### config.mk
export PLATFORM = sky130hd
export DESIGN_NAME = cpu_axi_bridge
export DESIGN_NICKNAME = d
export VERILOG_FILES = /design/src/rtl/cpu_axi_bridge_pkg.sv /design/src/rtl/cpu_axi_bridge.sv
export SDC_FILE = /design/constraint.sdc
export NUM_CORES = 1
export LEC_CHECK = 0
export CAP_MARGIN = 30
export CORE_MARGIN = 3
export CORE_UTILIZATION = 30
export CTS_CLUSTER_SIZE = 8
export DETAILED_ROUTE_END_ITERATION = 10
export GPL_TIMING_DRIVEN = 1
export PLACE_DENSITY = 0.69
export SLEW_MARGIN = 20
export SYNTH_ARGS = -nofsm -noshare
export SYNTH_HDL_FRONTEND = slang
export SYNTH_SLANG_ARGS = --single-unit
### constraint.sdc
create_clock -name clk -period 1.9 [get_ports clk]
set_input_delay 0.38 -clock clk [delete_from_list [all_inputs] [get_ports clk]]
set_output_delay 0.38 -clock clk [all_outputs]
set_load 0.05 [all_outputs]
### src/rtl/cpu_axi_bridge_pkg.sv
// Shared definitions for the CPU-to-AXI bridge: FSM state encoding,
// AXI id values used to tag the request owner, and access size codes.
package cpu_axi_bridge_pkg;

  typedef enum logic [2:0] {
    ST_IDLE = 3'd0,
    ST_AR   = 3'd1,
    ST_R    = 3'd2,
    ST_AW_W = 3'd3,
    ST_B    = 3'd4,
    ST_RESP = 3'd5
  } state_t;

  localparam logic [3:0] INST_ID = 4'd0;
  localparam logic [3:0] DATA_ID = 4'd1;

  localparam logic [1:0] SIZE_BYTE = 2'd0;
  localparam logic [1:0] SIZE_HALF = 2'd1;
  localparam logic [1:0] SIZE_WORD = 2'd2;

endpackage

### src/rtl/cpu_axi_bridge.sv
// Bridges the core's sram-like fetch and load/store ports onto a single AXI
// master with one transaction outstanding. Data requests win arbitration.
//
// state   | meaning
// --------+-------------------------------------------------------------
// ST_IDLE | waiting for a request; addr_ok is combinational here only
// ST_AR   | read address offered (arvalid) until arready
// ST_R    | rready held until rvalid; read data captured
// ST_AW_W | awvalid/wvalid offered, each dropped after its own handshake
// ST_B    | bready held until bvalid
// ST_RESP | one-cycle data_ok pulse to the request owner
module cpu_axi_bridge
  import cpu_axi_bridge_pkg::*;
(
  input  logic        clk,
  input  logic        rst,

  input  logic        inst_req,
  input  logic [31:0] inst_addr,
  output logic [31:0] inst_rdata,
  output logic        inst_addr_ok,
  output logic        inst_data_ok,

  input  logic        data_req,
  input  logic        data_wr,
  input  logic [1:0]  data_size,
  input  logic [31:0] data_addr,
  input  logic [31:0] data_wdata,
  output logic [31:0] data_rdata,
  output logic        data_addr_ok,
  output logic        data_data_ok,

  output logic [3:0]  arid,
  output logic [31:0] araddr,
  output logic [2:0]  arsize,
  output logic        arvalid,
  input  logic        arready,
  input  logic [31:0] rdata,
  input  logic        rvalid,
  output logic        rready,

  output logic [31:0] awaddr,
  output logic [2:0]  awsize,
  output logic        awvalid,
  input  logic        awready,
  output logic [31:0] wdata,
  output logic [3:0]  wstrb,
  output logic        wvalid,
  input  logic        wready,
  input  logic        bvalid,
  output logic        bready
);

  state_t      state, state_next;
  logic        owner_data;
  logic [1:0]  size_q;
  logic [31:0] addr_q;
  logic [31:0] wdata_q;
  logic [31:0] rdata_q;
  logic        aw_done;
  logic        w_done;
  logic        accept_data;
  logic        accept_inst;

  // Byte-lane strobes from access size and low address bits.
  function automatic logic [3:0] wstrb_of(input logic [1:0] size, input logic [1:0] off);
    case (size)
      SIZE_BYTE: wstrb_of = 4'b0001 << off;
      SIZE_HALF: wstrb_of = 4'b0011 << off;
      default:   wstrb_of = 4'b1111;
    endcase
  endfunction

  // Arbitration: accept only in IDLE and never while reset is applied; data wins.
  always_comb begin
    accept_data = 1'b0;
    accept_inst = 1'b0;
    if (state == ST_IDLE && !rst) begin
      accept_data = data_req;
      accept_inst = inst_req && !data_req;
    end
  end

  assign data_addr_ok = accept_data;
  assign inst_addr_ok = accept_inst;

  assign arid   = owner_data ? DATA_ID : INST_ID;
  assign araddr = addr_q;
  assign arsize = {1'b0, size_q};
  assign awaddr = addr_q;
  assign awsize = {1'b0, size_q};
  assign wdata  = wdata_q;
  assign wstrb  = wstrb_of(size_q, addr_q[1:0]);

  assign inst_rdata = rdata_q;
  assign data_rdata = rdata_q;

  // State register.
  always_ff @(posedge clk) begin
    if (rst) state <= ST_IDLE;
    else     state <= state_next;
  end

  // Next-state decode and channel handshake outputs.
  always_comb begin
    state_next   = state;
    arvalid      = 1'b0;
    rready       = 1'b0;
    awvalid      = 1'b0;
    wvalid       = 1'b0;
    bready       = 1'b0;
    inst_data_ok = 1'b0;
    data_data_ok = 1'b0;
    case (state)
      ST_IDLE: begin
        if (accept_data)      state_next = data_wr ? ST_AW_W : ST_AR;
        else if (accept_inst) state_next = ST_AR;
      end
      ST_AR: begin
        arvalid = 1'b1;
        if (arready) state_next = ST_R;
      end
      ST_R: begin
        rready = 1'b1;
        if (rvalid) state_next = ST_RESP;
      end
      ST_AW_W: begin
        awvalid = !aw_done;
        wvalid  = !w_done;
        if ((aw_done || awready) && (w_done || wready)) state_next = ST_B;
      end
      ST_B: begin
        bready = 1'b1;
        if (bvalid) state_next = ST_RESP;
      end
      ST_RESP: begin
        data_data_ok = owner_data;
        inst_data_ok = !owner_data;
        state_next   = ST_IDLE;
      end
      default: state_next = ST_IDLE;
    endcase
  end

  // Request latch, independent AW/W completion flags and read data capture.
  always_ff @(posedge clk) begin
    if (rst) begin
      owner_data <= 1'b0;
      size_q     <= 2'd0;
      addr_q     <= 32'd0;
      wdata_q    <= 32'd0;
      rdata_q    <= 32'd0;
      aw_done    <= 1'b0;
      w_done     <= 1'b0;
    end else begin
      if (accept_data) begin
        owner_data <= 1'b1;
        size_q     <= data_size;
        addr_q     <= data_addr;
        wdata_q    <= data_wdata;
        aw_done    <= 1'b0;
        w_done     <= 1'b0;
      end else if (accept_inst) begin
        owner_data <= 1'b0;
        size_q     <= SIZE_WORD;
        addr_q     <= inst_addr;
        aw_done    <= 1'b0;
        w_done     <= 1'b0;
      end
      if (awvalid && awready) aw_done <= 1'b1;
      if (wvalid && wready)   w_done  <= 1'b1;
      if (rready && rvalid)   rdata_q <= rdata;
    end
  end

endmodule
==> results of run 1 <==
[cells in the final DEF, fill, tap and decap left out, types with 2 or more instances in the layout]
cell / n
sky130_fd_sc_hd__nor3b_1: 2
sky130_fd_sc_hd__inv_1: 4
sky130_fd_sc_hd__nor2_1: 32
sky130_fd_sc_hd__a21oi_1: 67
sky130_fd_sc_hd__nand2b_1: 3
sky130_fd_sc_hd__buf_4: 98
sky130_fd_sc_hd__o21bai_1: 2
sky130_fd_sc_hd__dlygate4sd2_1: 61
sky130_fd_sc_hd__clkinvlp_4: 3
sky130_fd_sc_hd__a32o_1: 4
sky130_fd_sc_hd__nor2b_4: 3
sky130_fd_sc_hd__a211oi_1: 33
sky130_fd_sc_hd__o2bb2ai_1: 31
sky130_fd_sc_hd__clkdlybuf4s50_1: 140
sky130_fd_sc_hd__buf_12: 17
sky130_fd_sc_hd__nand2_1: 102
sky130_fd_sc_hd__o21ai_0: 33
sky130_fd_sc_hd__dlymetal6s2s_1: 24
sky130_fd_sc_hd__clkbuf_16: 9
sky130_fd_sc_hd__nor2_2: 2
sky130_fd_sc_hd__conb_1: 5
sky130_fd_sc_hd__nand3b_1: 2
sky130_fd_sc_hd__buf_2: 2
sky130_fd_sc_hd__nand3_1: 33
sky130_fd_sc_hd__dfxtp_1: 103
[per-layer routing]
layer / vias to the layer above / part of all wire / GRT usage
met3: 22 / 0.076 / 0.0518
met2: 199 / 0.50 / 0.306
li1: 2485 / - / -
met1: 2288 / 0.41 / 0.221
met5: - / 0 / 0
met4: 0 / 0.019 / 0.0617
[state kept, by name, indices dropped and copies added, names as in the netlist]
name / count
araddr: 32
aw_done: 1
data_rdata: 32
owner_data: 1
size_q: 2
state: 3
w_done: 1
wdata: 32
[area by class of cell]
class,count,area [um^2]
Fill cell,1547,7860
Timing Repair Buffer,343,3330
Multi-Input combinational cell,378,2110
Sequential cell,104,2080
Tap cell,216,270
Clock buffer,10,229
Clock inverter,5,42.5
Inverter,5,18.8
[kinds of logic after synthesis]
family	after synthesis
compound gates	180
buf+inv	132
flops	104
other cells	1
simple gates	193
[how the worst max path moves through the flow]
stage	endpoint	cells past startpoint
2_1_floorplan	inst_addr_ok	3
3_3_place_gp	araddr[30]	5
3_5_place_dp	araddr[24]	5
4_1_cts	data_addr_ok	3
5_1_grt	data_addr_ok	3
6_report	data_addr_ok	3
[power by group through the flow]
stage	Clock (mW)	Sequential [mW]	Combinational, mW
floorplan	0	3.31	1.45
global placement	0	2.64	3.21
detailed placement	0	2.64	3.23
CTS	1.84	2.59	3.18
global route	1.92	2.62	3.32
finish	1.75	2.59	3.16
[per-stage QoR]
step / TNS, ns / instances / setup WS (ns) / utilization
floorplan: 0 / 614 / 0.0302 / -
global placement: 0 / 1043 / 0.132 / 0.487
detailed placement: 0 / 1043 / 0.0644 / 0.487
CTS: -0.108 / 1058 / -0.0937 / 0.501
global route: -0.207 / 1061 / -0.0806 / 0.507
finish: -0.00347 / 1061 / -0.00347 / 0.507
[repair_timing]
| item | CTS | global route |
|---|---|---|
| resized for setup | 71 | 28 |
| buffers inserted | 0 | 3 |
| endpoints found under the setup margin | 70 | 32 |
| endpoints found under the hold margin | 0 | 0 |
| pin swaps | 2 | 2 |
==> out/qor.json, run 1 <==
{
  "run_status": {
    "outcome": "finished, violations left",
    "violations": "setup timing"
  },
  "yosys": {
    "synth_top_family_by_area": "compound AO/OA/AOI/OAI gates",
    "ys.warnings.count": 0,
    "synth_flop_cell": "sky130_fd_sc_hd__dfxtp_1",
    "synth_edf_count": 0,
    "synthesis.area_um2": 4900,
    "synthTopCellsByArea": "sky130_fd_sc_hd__dfxtp_1, sky130_fd_sc_hd__buf_4, sky130_fd_sc_hd__nand2_1, sky130_fd_sc_hd__a21oi_1, sky130_fd_sc_hd__o2bb2ai_1",
    "yosys_register_bits": 104,
    "synth_compound_gate_area_share": 0.235,
    "synthAdderAreaFrac": 0,
    "synth.area.mux_share": 0,
    "synth-async-reset-ratio": 0,
    "yosysSeqAreaShare": 0.425,
    "ranking_of_synthesized_cells_by_instance_count": "sky130_fd_sc_hd__dfxtp_1, sky130_fd_sc_hd__nand2_1, sky130_fd_sc_hd__buf_4, sky130_fd_sc_hd__a21oi_1, sky130_fd_sc_hd__nor2_1",
    "synthMostInstantiatedCell": "sky130_fd_sc_hd__dfxtp_1",
    "post_synth_xor_area_fraction": 0,
    "synthesis.area_per_instance_um2": 8.03,
    "yosys.area.top_type_share": 0.425,
    "basic_gate_share_of_the_synthesized_area_counting_and_or_nand_and_nor_cells": 0.176,
    "netlist-cell-type-count": 40,
    "number_of_instances_in_the_synthesized_netlist": 610,
    "synth_top_area_cell": "sky130_fd_sc_hd__dfxtp_1"
  },
  "worst_setup_path": {
    "rrSetupSlack_ns": 0.20,
    "crit_path_start_kind": "flip-flop",
    "crit_required_ns": 1.52,
    "cp.arrival_ns": 1.52,
    "critPathSlowestCell": "sky130_fd_sc_hd__or3_4",
    "timing.setup.critical_path_class": "flip-flop to output port",
    "cp_slowest_stage_delay_ns": 0.42,
    "r2r-end": "araddr[24]",
    "worst_r2r_path_depth": 6,
    "crit_fanout": 3,
    "regToRegStartpoint": "state[1]",
    "cp.buffers_inverters": 1,
    "critPathLaunch": "state[1]",
    "crit_chain": "or3_4, nor3_4, buf_12",
    "cpLargestDelayFamily": "simple AND/OR/NAND/NOR gates",
    "cp-end-kind": "output port"
  },
  "power_and_ir_drop": {
    "pwr-share-seq": 0.345,
    "net_switching_component_of_the_power_mw": 3.10,
    "total_leakage_power_nw": 3.71,
    "power_density_nw_per_um2": 928,
    "p_sw_frac": 0.413,
    "power_report.internal_total_mw": 4.40,
    "p_clk_frac": 0.234,
    "total_power_mw": 7.50,
    "p_comb_frac": 0.421,
    "worst_ir_drop_vdd_uv": 522
  },
  "cts": {
    "clock_latency_ns": 0.34,
    "cts_hold_repair.buffers": 0,
    "cts_sinks": 104,
    "cts_h_tree_depth": 3,
    "cts.root.buffer_cell": "sky130_fd_sc_hd__clkbuf_16",
    "cts.reportedPaths.clkPinSlew_ns": 0.07,
    "clk_path_buf_depth": 2,
    "tritoncts": "yes",
    "numCtsBuffers": 9
  },
  "sta": {
    "fin_hold_ws_ns": 0.440,
    "final.min_clock_period_ns": 1.90,
    "report.final.setup_viol": 1,
    "worst_slew_margin_relative_to_its_limit": 0.558,
    "hold_viol_final": 0,
    "final.setup_skew_ns": 0.00701,
    "grt_setup_unrepaired": "true",
    "worst_slack_ns": -0.00347,
    "slew_viol_final": 0,
    "timing_worst_slew_pin_value_ns": 0.662,
    "fmax_ghz": 0.525,
    "post-route-period-util": 1.00
  },
  "floorplanning": {
    "die_width_um": 134,
    "core.rowCount": 46,
    "floorplan.core_area_um2": 15900,
    "boundaryPins": 323,
    "start_util": 0.307,
    "dieHeight_um": 134,
    "die_area_um2": 17900
  },
  "global_route": {
    "grt_first_pass_wirelength_um": 26000,
    "grt_pass1_vias": 4820,
    "pin_count_of_the_biggest_net_entering_global_routing": 46,
    "antenna_violations_before_repair": 0,
    "globalRouteTotalUtil": 0.181,
    "grt.overflow.total": 0
  },
  "final_layout": {
    "areaGrowthSynthToFinish_pct": 65.0,
    "n_antenna_cell": 0,
    "final_design_area_no_fill_um2": 8080,
    "drive_gt1_frac": 0.178,
    "finish.net_count": 981
  },
  "drt": {
    "route.detailed.vias_per_inst": 4.71,
    "detail_route.iter0.violations": 214,
    "drt_first_pass_iters": 4,
    "final_antenna_net_count": 0,
    "drcViolationCount": 0,
    "detail_route.wl_per_cell_um": 16.2,
    "routed_wl_um": 17200,
    "dr_total_vias": 4994
  },
  "min_path": {
    "hold_class": "input port to flip-flop",
    "min_delay_path_depth": 2,
    "timing.hold.worst_endpoint": "state[1]",
    "worstHoldStart": "rst"
  },
  "job": {
    "maxCapViolations": 0
  },
  "placement": {
    "place.detailed.hpwl_um": 12700,
    "gp_congestion": 0.805,
    "place.port_buffers": 317,
    "placedInstanceArea_um2": 7760
  }
}
(Power assumes the default switching activity.)
==> inputs of run 2 (changes only) <==
--- a/config.mk
+++ b/config.mk
@@ -12,6 +12,7 @@
 export DETAILED_ROUTE_END_ITERATION = 10
 export GPL_TIMING_DRIVEN = 1
 export PLACE_DENSITY = 0.69
+export SKIP_CTS_REPAIR_TIMING = 1
 export SLEW_MARGIN = 20
 export SYNTH_ARGS = -nofsm -noshare
 export SYNTH_HDL_FRONTEND = slang
==> constraint.sdc (replaced) <==
create_clock -name clk -period 1.9 [get_ports clk]
set_input_delay 0.38 -clock clk [delete_from_list [all_inputs] [get_ports clk]]
set_output_delay 0.38 -clock clk [all_outputs]
set_load 0.005 [all_outputs]
==> out/qor.json, run 2 (synthesis gave the netlist of run 1 again) <==
{
  "run_status": {
    "outcome": "completed"
  },
  "drt": {
    "detail_route.iter0.violations": {"value": 146, "change": "-32%"},
    "drt_first_pass_iters": {"value": 6, "change": "+2"},
    "final_antenna_net_count": {"value": 0, "change": "unchanged"},
    "drcViolationCount": {"value": 0, "change": "unchanged"},
    "route.detailed.vias_per_inst": {"value": 4.65, "change": "-1.2%"},
    "dr_total_vias": {"value": 4940, "change": "-1.1%"},
    "detail_route.wl_per_cell": {"value": 15.9, "unit": "um", "change": "-1.8%"},
    "routed_wl": {"value": 16900, "unit": "um", "change": "-1.7%"}
  },
  "cts": {
    "clock_latency": {"value": 0.34, "unit": "ns", "change": "about the same"},
    "numCtsBuffers": {"value": 9, "change": "unchanged"},
    "cts.reportedPaths.clkPinSlew": {"value": 0.07, "unit": "ns", "change": "about the same"},
    "cts.root.buffer_cell": "sky130_fd_sc_hd__clkbuf_16",
    "tritoncts": "yes",
    "clk_path_buf_depth": {"value": 2, "change": "unchanged"},
    "cts_h_tree_depth": {"value": 3, "change": "unchanged"},
    "cts_sinks": {"value": 104, "change": "unchanged"}
  },
  "placement": {
    "place.port_buffers": {"value": 317, "change": "unchanged"},
    "place.detailed.hpwl": {"value": 12600, "unit": "um", "change": "-0.56%"},
    "gp_congestion": {"value": 0.777, "change": "-3.4%"},
    "placedInstanceArea": {"value": 7810, "unit": "um^2", "change": "+0.63%"}
  },
  "floorplanning": {
    "die_area": {"value": 17900, "unit": "um^2", "change": "unchanged"},
    "boundaryPins": {"value": 323, "change": "unchanged"},
    "floorplan.core_area": {"value": 15900, "unit": "um^2", "change": "unchanged"},
    "die_width": {"value": 134, "unit": "um", "change": "unchanged"},
    "start_util": {"value": 0.307, "change": "unchanged"},
    "core.rowCount": {"value": 46, "change": "unchanged"},
    "dieHeight": {"value": 134, "unit": "um", "change": "unchanged"}
  },
  "worst_setup_path": {
    "cp.arrival": {"value": 1.45, "unit": "ns", "change": "-0.07 ns"},
    "crit_path_start_kind": "flip-flop",
    "cp-end-kind": "output port",
    "cp_slowest_stage_delay": {"value": 0.45, "unit": "ns", "change": "+0.03 ns"},
    "crit_fanout": {"value": 7, "change": "+4"},
    "timing.setup.critical_path_class": "flip-flop to output port",
    "crit_required": {"value": 1.52, "unit": "ns", "change": "about the same"},
    "crit_chain": "inv_1, a21oi_1, nand2_1, clkdlybuf4s50_1",
    "regToRegStartpoint": "state[2]",
    "critPathSlowestCell": "sky130_fd_sc_hd__clkdlybuf4s50_1",
    "critPathLaunch": "araddr[0]"
  },
  "power_and_ir_drop": {
    "p_clk_frac": {"value": 0.304, "change": "+0.070"},
    "net_switching_component_of_the_power": {"value": 1.78, "unit": "mW", "change": "-43%"},
    "power_density": {"value": 785, "unit": "nW/um^2", "change": "-15%"},
    "p_sw_frac": {"value": 0.276, "change": "-0.137"},
    "total_leakage_power": {"value": 3.01, "unit": "nW", "change": "-19%"},
    "worst_ir_drop_vdd": {"value": 480, "unit": "uV", "change": "-8.0%"},
    "power_report.internal_total": {"value": 4.67, "unit": "mW", "change": "+6.0%"},
    "p_comb_frac": {"value": 0.294, "change": "-0.127"},
    "pwr-share-seq": {"value": 0.402, "change": "+0.057"}
  },
  "sta": {
    "hold_viol_final": {"value": 0, "change": "unchanged"},
    "final.min_clock_period": {"value": 1.83, "unit": "ns", "change": "-0.0705 ns"},
    "fmax": {"value": 0.546, "unit": "GHz", "change": "+3.8%"},
    "final.setup_skew": {"value": 0.00656, "unit": "ns", "change": "-0.000457 ns"},
    "setup_tns": {"value": 0, "unit": "ns", "change": "+0.00347 ns"},
    "grt_setup_unrepaired": "false",
    "report.final.setup_viol": {"value": 0, "change": "-1"},
    "slew_viol_final": {"value": 0, "change": "unchanged"},
    "post-route-period-util": {"value": 0.965, "change": "-0.0371"}
  },
  "final_layout": {
    "n_antenna_cell": {"value": 0, "change": "unchanged"},
    "mostFrequentLayoutCell": "sky130_fd_sc_hd__clkdlybuf4s50_1",
    "most-common-layout-cells": "sky130_fd_sc_hd__clkdlybuf4s50_1, sky130_fd_sc_hd__nand2_1, sky130_fd_sc_hd__dfxtp_1, sky130_fd_sc_hd__a21oi_1, sky130_fd_sc_hd__nor2_1",
    "areaGrowthSynthToFinish_pct": 67.6,
    "drive_gt1_frac": {"value": 0.0709, "change": "-0.107"},
    "finish.net_count": {"value": 981, "change": "unchanged"},
    "final_design_area_no_fill": {"value": 8210, "unit": "um^2", "change": "+1.5%"}
  },
  "global_route": {
    "pin_count_of_the_biggest_net_entering_global_routing": {"value": 65, "change": "+41%"},
    "grt_first_pass_wirelength": {"value": 25500, "unit": "um", "change": "-1.8%"},
    "grt_pass1_vias": {"value": 4735, "change": "-1.8%"},
    "antenna_violations_before_repair": {"value": 0, "change": "unchanged"},
    "grt.overflow.total": {"value": 0, "change": "unchanged"},
    "globalRouteTotalUtil": {"value": 0.178, "change": "-0.00313"}
  },
  "job": {
    "maxCapViolations": {"value": 0, "change": "unchanged"}
  },
  "min_path": {
    "worstHoldStart": "wdata[15]",
    "hold_class": "flip-flop to flip-flop"
  }
}
## run 2: cell types whose count changed in the layout (fill, tap and decap cells not counted), moves of 3 or more
| cell | previous run | this run |
|---|---|---|
| sky130_fd_sc_hd__dlymetal6s2s_1 | 24 | 9 |
| sky130_fd_sc_hd__dfxtp_4 | 0 | 3 |
| sky130_fd_sc_hd__buf_4 | 98 | 19 |
| sky130_fd_sc_hd__dlygate4sd2_1 | 61 | 0 |
| sky130_fd_sc_hd__buf_12 | 17 | 4 |
| sky130_fd_sc_hd__clkinvlp_4 | 3 | 0 |
| sky130_fd_sc_hd__dfxtp_1 | 103 | 99 |
| sky130_fd_sc_hd__nor2_1 | 32 | 35 |
| sky130_fd_sc_hd__clkdlybuf4s50_1 | 140 | 305 |
## run 2: path summary, 6_finish.rpt
path	depth (start not counted)	slack, ns	to
hold reg to reg	2	0.46	wdata[15]
setup / recovery	4	0.07	wstrb[2]
hold / removal	2	0.46	wdata[15]
setup reg to reg	6	0.18	araddr[22]
## run 2: per-stage QoR
stage,setup WS [ns],hold WS (ns),power [mW],util,std cells
floorplan,0.308,0.445,3.45,-,614
global placement,-0.0924,0.435,4.51,0.490,1043
detailed placement,-0.0733,0.445,4.53,0.490,1043
CTS,-0.409,0.460,6.53,0.509,1059
global route,0.00128,0.477,6.80,0.515,1062
finish,0.0670,0.455,6.45,0.515,1062
## run 2: layer usage
metal | routed length [um] | GRT usage | up-vias
li1 | - | - | 2490
met4 | 277 | 0.0549 | 0
met2 | 8390 | 0.311 | 201
met3 | 1280 | 0.0469 | 17
met5 | 0 | 0 | -
met1 | 6990 | 0.213 | 2232
## run 2: cell type report
type	count	area, um^2
tap	216	270
clock buffer	11	253
fill	1536	7730
timing repair buffer	343	3440
sequential	104	2100
multi-input combinational	378	2070
inverter	5	18.8
clock inverter	5	61.3
## run 2: worst max-delay path: cells and delay by family (launching register included)
kind / cells / cell delay (ns)
buffers and inverters: 2 / 0.52
and+or+nand+nor: 1 / 0.06
AOI/OAI and AO/OA: 1 / 0.12
DFF: 1 / 0.40
## run 2: power groups by stage
stage                     logic, mW  registers (mW)  clock network, mW
after global placement         1.88            2.64                  0
after global routing           2.05            2.63               2.12
after CTS                      1.90            2.59               2.04
after floorplan               0.843            2.61                  0
after detailed placement       1.89            2.64                  0
final                          1.89            2.59               1.96
